===== src/rtl/rf_wb_arbiter.sv =====
// Write-back arbiter for the 32 x 32-bit register bank.
// Round-robin shares the single bank write port between ALU and load.
//
// Ports:
//   clk, rst           clock, asynchronous active-high reset
//   req0_*             port 0 (ALU result) valid/ready/addr/data
//   req1_*             port 1 (load result) valid/ready/addr/data
//   br_we/br_a3/br_wd3 registered bank write port
//   ra1, ra2           bank read addresses (for bypass compare)
//   br_rd1, br_rd2     raw bank read data
//   rd1, rd2           read data with write-stage bypass
//   conflict_cnt       saturating count of cycles with both valid
module rf_wb_arbiter #(
    parameter int XLEN = 32,
    parameter int AW   = 5,
    parameter int CNTW = 16
) (
    input  logic            clk,
    input  logic            rst,
    input  logic            req0_valid,
    output logic            req0_ready,
    input  logic [AW-1:0]   req0_addr,
    input  logic [XLEN-1:0] req0_data,
    input  logic            req1_valid,
    output logic            req1_ready,
    input  logic [AW-1:0]   req1_addr,
    input  logic [XLEN-1:0] req1_data,
    output logic            br_we,
    output logic [AW-1:0]   br_a3,
    output logic [XLEN-1:0] br_wd3,
    input  logic [AW-1:0]   ra1,
    input  logic [AW-1:0]   ra2,
    input  logic [XLEN-1:0] br_rd1,
    input  logic [XLEN-1:0] br_rd2,
    output logic [XLEN-1:0] rd1,
    output logic [XLEN-1:0] rd2,
    output logic [CNTW-1:0] conflict_cnt
);

    // Port that won the most recent grant; reset to 1 so port 0
    // wins the first contention.
    logic            last_grant;
    logic            gnt0;
    logic            gnt1;
    logic            gnt;
    logic [AW-1:0]   sel_addr;
    logic [XLEN-1:0] sel_data;

    always_comb begin
        gnt0 = 1'b0;
        gnt1 = 1'b0;
        // Nothing is consumed while reset is held, so a pending
        // request survives reset and is re-arbitrated afterwards.
        if (!rst) begin
            unique case ({req1_valid, req0_valid})
                2'b01: gnt0 = 1'b1;
                2'b10: gnt1 = 1'b1;
                2'b11: begin
                    if (last_grant) gnt0 = 1'b1;
                    else            gnt1 = 1'b1;
                end
                default: ;
            endcase
        end
    end

    assign req0_ready = gnt0;
    assign req1_ready = gnt1;
    assign gnt        = gnt0 | gnt1;
    assign sel_addr   = gnt1 ? req1_addr : req0_addr;
    assign sel_data   = gnt1 ? req1_data : req0_data;

    always_ff @(posedge clk or posedge rst) begin
        if (rst) begin
            last_grant <= 1'b1;
        end else if (gnt) begin
            last_grant <= gnt1;
        end
    end

    // Write stage. An x0 write is consumed but never reaches the bank.
    always_ff @(posedge clk or posedge rst) begin
        if (rst) begin
            br_we  <= 1'b0;
            br_a3  <= '0;
            br_wd3 <= '0;
        end else begin
            br_we <= gnt && (sel_addr != '0);
            if (gnt) begin
                br_a3  <= sel_addr;
                br_wd3 <= sel_data;
            end
        end
    end

    always_ff @(posedge clk or posedge rst) begin
        if (rst) begin
            conflict_cnt <= '0;
        end else if (req0_valid && req1_valid
                     && (conflict_cnt != '1)) begin
            conflict_cnt <= conflict_cnt + 1'b1;
        end
    end

    // br_we already excludes x0, so no separate zero check here.
    assign rd1 = (br_we && (ra1 == br_a3)) ? br_wd3 : br_rd1;
    assign rd2 = (br_we && (ra2 == br_a3)) ? br_wd3 : br_rd2;

endmodule


===== config.mk =====
export PLATFORM = sky130hd
export DESIGN_NAME = rf_wb_arbiter
export DESIGN_NICKNAME = d
export VERILOG_FILES = /design/src/rtl/rf_wb_arbiter.sv
export SDC_FILE = /design/constraint.sdc
export NUM_CORES = 1
export LEC_CHECK = 0
export CELL_PAD_IN_SITES_DETAIL_PLACEMENT = 1
export CELL_PAD_IN_SITES_GLOBAL_PLACEMENT = 2
export CORE_ASPECT_RATIO = 1.75
export CORE_MARGIN = 2
export CORE_UTILIZATION = 20
export DETAILED_ROUTE_END_ITERATION = 8
export HOLD_SLACK_MARGIN = 0.03
export PLACE_DENSITY_LB_ADDON = 0.1
export SLEW_MARGIN = 30
export SYNTH_ARGS = -nofsm -noshare
export SYNTH_HDL_FRONTEND = slang
export SYNTH_SLANG_ARGS = --single-unit
export TNS_END_PERCENT = 20

===== constraint.sdc =====
create_clock -name clk -period 6.35 [get_ports clk]
set_clock_uncertainty 0.1 [all_clocks]
set_input_delay 1.27 -clock clk [delete_from_list [all_inputs] [get_ports clk]]
set_output_delay 1.27 -clock clk [all_outputs]
set_load 0.01 [all_outputs]

==> run_results.csv <==
group,metric,value,unit
status,outcome,"finished clean",
clocking,cts.htree.levels,2,
sta,max_slew_margin,0.3894,
sta,fin_tns_setup,0,ns
logic_synthesis,synth-compound-area-share,0.07153,
routing,first_pass_iters,4,
logic_synthesis,synth.area.top_cells,"dfrtp_1 (38%), mux2_2 (18%), mux2i_1 (10%)",
logic_synthesis,ys_types,39,
routing,viasPerCell,4.390,
logic_synthesis,ys_seq_elements,55,
global_routing,grt_use_total,0.1682,
worst_setup_path,cp.required,4.98,ns
floorplan,row_count,64,
power,ir_worst_vdd,0.1417,mV
routing,post_drt_wl_per_cell,19.18,um
global_routing,antenna_found_initial,1,
global_routing,grt_max_degree,57,
worst_setup_path,cp.arrival,3.86,ns
worst_setup_path,crit_family,"simple AND/OR/NAND/NOR gates",
sta,finalSetupViolCount,0,
sta,finalMaxSlewViolations,0,
logic_synthesis,synth_most_common_cell,"mux2_2",
worst_setup_path,start_kind,"primary input",
floorplan,dieWidth,104.5,um
layout,areaGrowthSynthToFinish,86.51,%
sta,rsz0062_at_grt,"false",
logic_synthesis,yosys-top-cells-count,"mux2_2 (57), dfrtp_1 (54), nand2_1 (43)",
clocking,post_cts_resized,0,
layout,layout.nets,752,
layout,n_antenna_cell,0,
clocking,postCtsSetupBuffers,0,
worst_setup_path,end_kind,"output pin",
power,cellLeakagePower,2.753,nW
hold_path,holdPathStages,2,
clocking,clock_latency,0.30,ns
floorplan,dieHeight,179.8,um
worst_setup_path,cp_slowest_cell,"and3_2",
global_routing,grt_pass1_vias,3941,
clocking,cts_sinks,55,
worst_setup_path,worst-path-max-fanout,32,
logic_synthesis,syn_inst,340,
clocking,root_buffer,"clkbuf_16",
place,hpwl,12.64,mm
logic_synthesis,synth_fa_ha_area_frac,0.003541,
logic_synthesis,yosys.area.top_type,"dfrtp_1",
clocking,hold_buffers,0,
logic_synthesis,synth_fp_nets,493,
global_routing,overflow,0,
logic_synthesis,synth_top_family_by_area,"multiplexers",
floorplan,io_pins,272,
clocking,cts_made_buffers,5,
logic_synthesis,synthSimpleGateAreaFrac,0.1243,
place,post-place-cells,823,
logic_synthesis,synth_edf_count,0,
logic_synthesis,seq_area_frac_synth,0.3899,
sta,max_freq,0.1910,GHz
routing,drtAntennaViolNets,0,
logic_synthesis,syn_avg_cell_area,10.39,um2
layout,drive_gt1_frac,0.1283,
routing,vias,3648,
worst_setup_path,critPathBufInv,2,
clocking,clk_pin_slew,0.07,ns
global_routing,grt_pass1_wl,24.61,mm
logic_synthesis,yosysTopAreaCellShare,0.3824,
clocking,cts.path.max_buffers,2,
power,p_clk_frac,0.230,
logic_synthesis,async_flop_share,1.000,
logic_synthesis,yosysWarnings,0,
routing,drt-initial-drc-count,69,
logic_synthesis,synthXorXnorAreaFrac,0.05205,
floorplan,start_util,0.2033,
logic_synthesis,synth_top_flop_cell,"dfrtp_1",
floorplan,core_area,0.01738,mm2
sta,finalCritPeriodShare,0.8243,
routing,wirelength,15.94,mm
layout,fin_cells,831,
place,io_buffers,271,
place,place_congestion,0.7724,
logic_synthesis,synth.mux.area_fraction,0.3183,
flow_run,cap_viol_max_count,0,
worst_setup_path,reg2reg_depth,5,
worst_setup_path,crit_chain,"clkdlybuf4s50_1, xor2_1, nor4_1, and3_2, mux2_2, clkdlybuf4s50_1",
floorplan,die_area,0.01879,mm2
logic_synthesis,syn_area,0.003533,mm2
worst_setup_path,path_class,"in -> out",
hold_path,hold_path_class,"reg -> reg",
power,seqPwrFrac,0.398,
sta,final.min_clock_period,5.234,ns
sta,tightestPinTransition,0.9159,ns
routing,drc,0,
worst_setup_path,critPathMaxStageDelay,0.84,ns
worst_setup_path,cp_num_cells,6,
power,p_int,0.8343,mW
clocking,cts_tree,"yes",
power,p_per_area,183.6,mW/mm2
worst_setup_path,crit_top_cell,"clkdlybuf4s50_1",
sta,hold_violations,0,
power,comb_power_share,0.372,
power,netSwitchingPower,0.3756,mW
power,p_sw_frac,0.3104,
==> layout make-up <==
type,count,area [um2]
fillers,1992,10790
repair buffers,274,2735
multi-input cells,257,2028
flip-flops and latches,55,1378
well taps,231,289.0
clock buffers,7,132.6
inverters,6,22.52
clock inverters,1,5.005
==> logic make-up after synthesis <==
family,Yosys count
mux,104
simple gates,84
flops,55
compound gates,47
buf+inv,28
xor+xnor,21
fa+ha+maj,1
==> flip-flops by register name (all words and copies together), names as in the netlist <==
signal,cells
br_a3,5
br_wd3,32
last_grant,1
br_we,1
conflict_cnt,16
==> power by group through the flow <==
stage	Clock, mW	Sequential, mW	Combinational (mW)
2_1_floorplan	0	0.488	0.144
3_5_place_dp	0	0.489	0.456
3_3_place_gp	0	0.488	0.449
4_1_cts	0.289	0.484	0.458
5_1_grt	0.304	0.494	0.486
6_report	0.278	0.481	0.450
==> layer usage <==
layer / track usage / vias to the layer above / part of all wire
met5: 0 / - / 0
met1: 0.1748 / 1773 / 0.36
met2: 0.3365 / 146 / 0.58
li1: - / 1722 / -
met4: 0.03405 / 0 / 0.0095
met3: 0.03735 / 7 / 0.059
==> cells in the final DEF (no fill, tap or decap), types with 5 or more instances in the layout <==
| master | instances |
|---|---|
| nand4_1 | 6 |
| nand3_1 | 5 |
| clkdlybuf4s50_1 | 271 |
| mux2_1 | 10 |
| mux2_2 | 57 |
| xor2_1 | 13 |
| dfrtp_1 | 54 |
| xnor2_1 | 8 |
| nor2_1 | 8 |
| mux2i_1 | 37 |
| clkbuf_16 | 5 |
| nand2_1 | 43 |
| inv_1 | 5 |
| o21ai_0 | 39 |
==> per-stage QoR <==
stage	setup slack (ns)	hold WS (ns)	total power, mW	utilization	instance area [um2]
after global routing	0.9944	0.4380	1.284	0.3792	6590
final	1.116	0.4089	1.210	0.3792	6590
after floorplan	2.109	0.3703	0.6312	-	3533
after detailed placement	1.073	0.4022	0.9453	0.3713	6452
after CTS	1.079	0.4126	1.231	0.3792	6590
after global placement	1.021	0.3865	0.9375	0.3713	6452
==> worst reg2reg max path, cell delays in order (launching register included) <==
cell and delay (ns):
dfrtp_1 0.42, ha_1 0.25, nand4_1 0.28, nor4_4 0.46
nor2_1 0.17, mux2_2 0.30
==> path summary, 6_finish.rpt <==
| path | from | endpoint | slack [ns] |
|---|---|---|---|
| max reg2reg | conflict_cnt[0] | conflict_cnt[1] | 4.25 |
| max | ra1[2] | rd1[17] | 1.12 |
| min reg2reg | last_grant | last_grant | 0.41 |
| max in group asynchronous | rst | br_a3[3] | 4.15 |
| min in group asynchronous | rst | conflict_cnt[5] | 1.49 |
| min | last_grant | last_grant | 0.41 |
No activity file was read; power rests on OpenSTA's default activity.
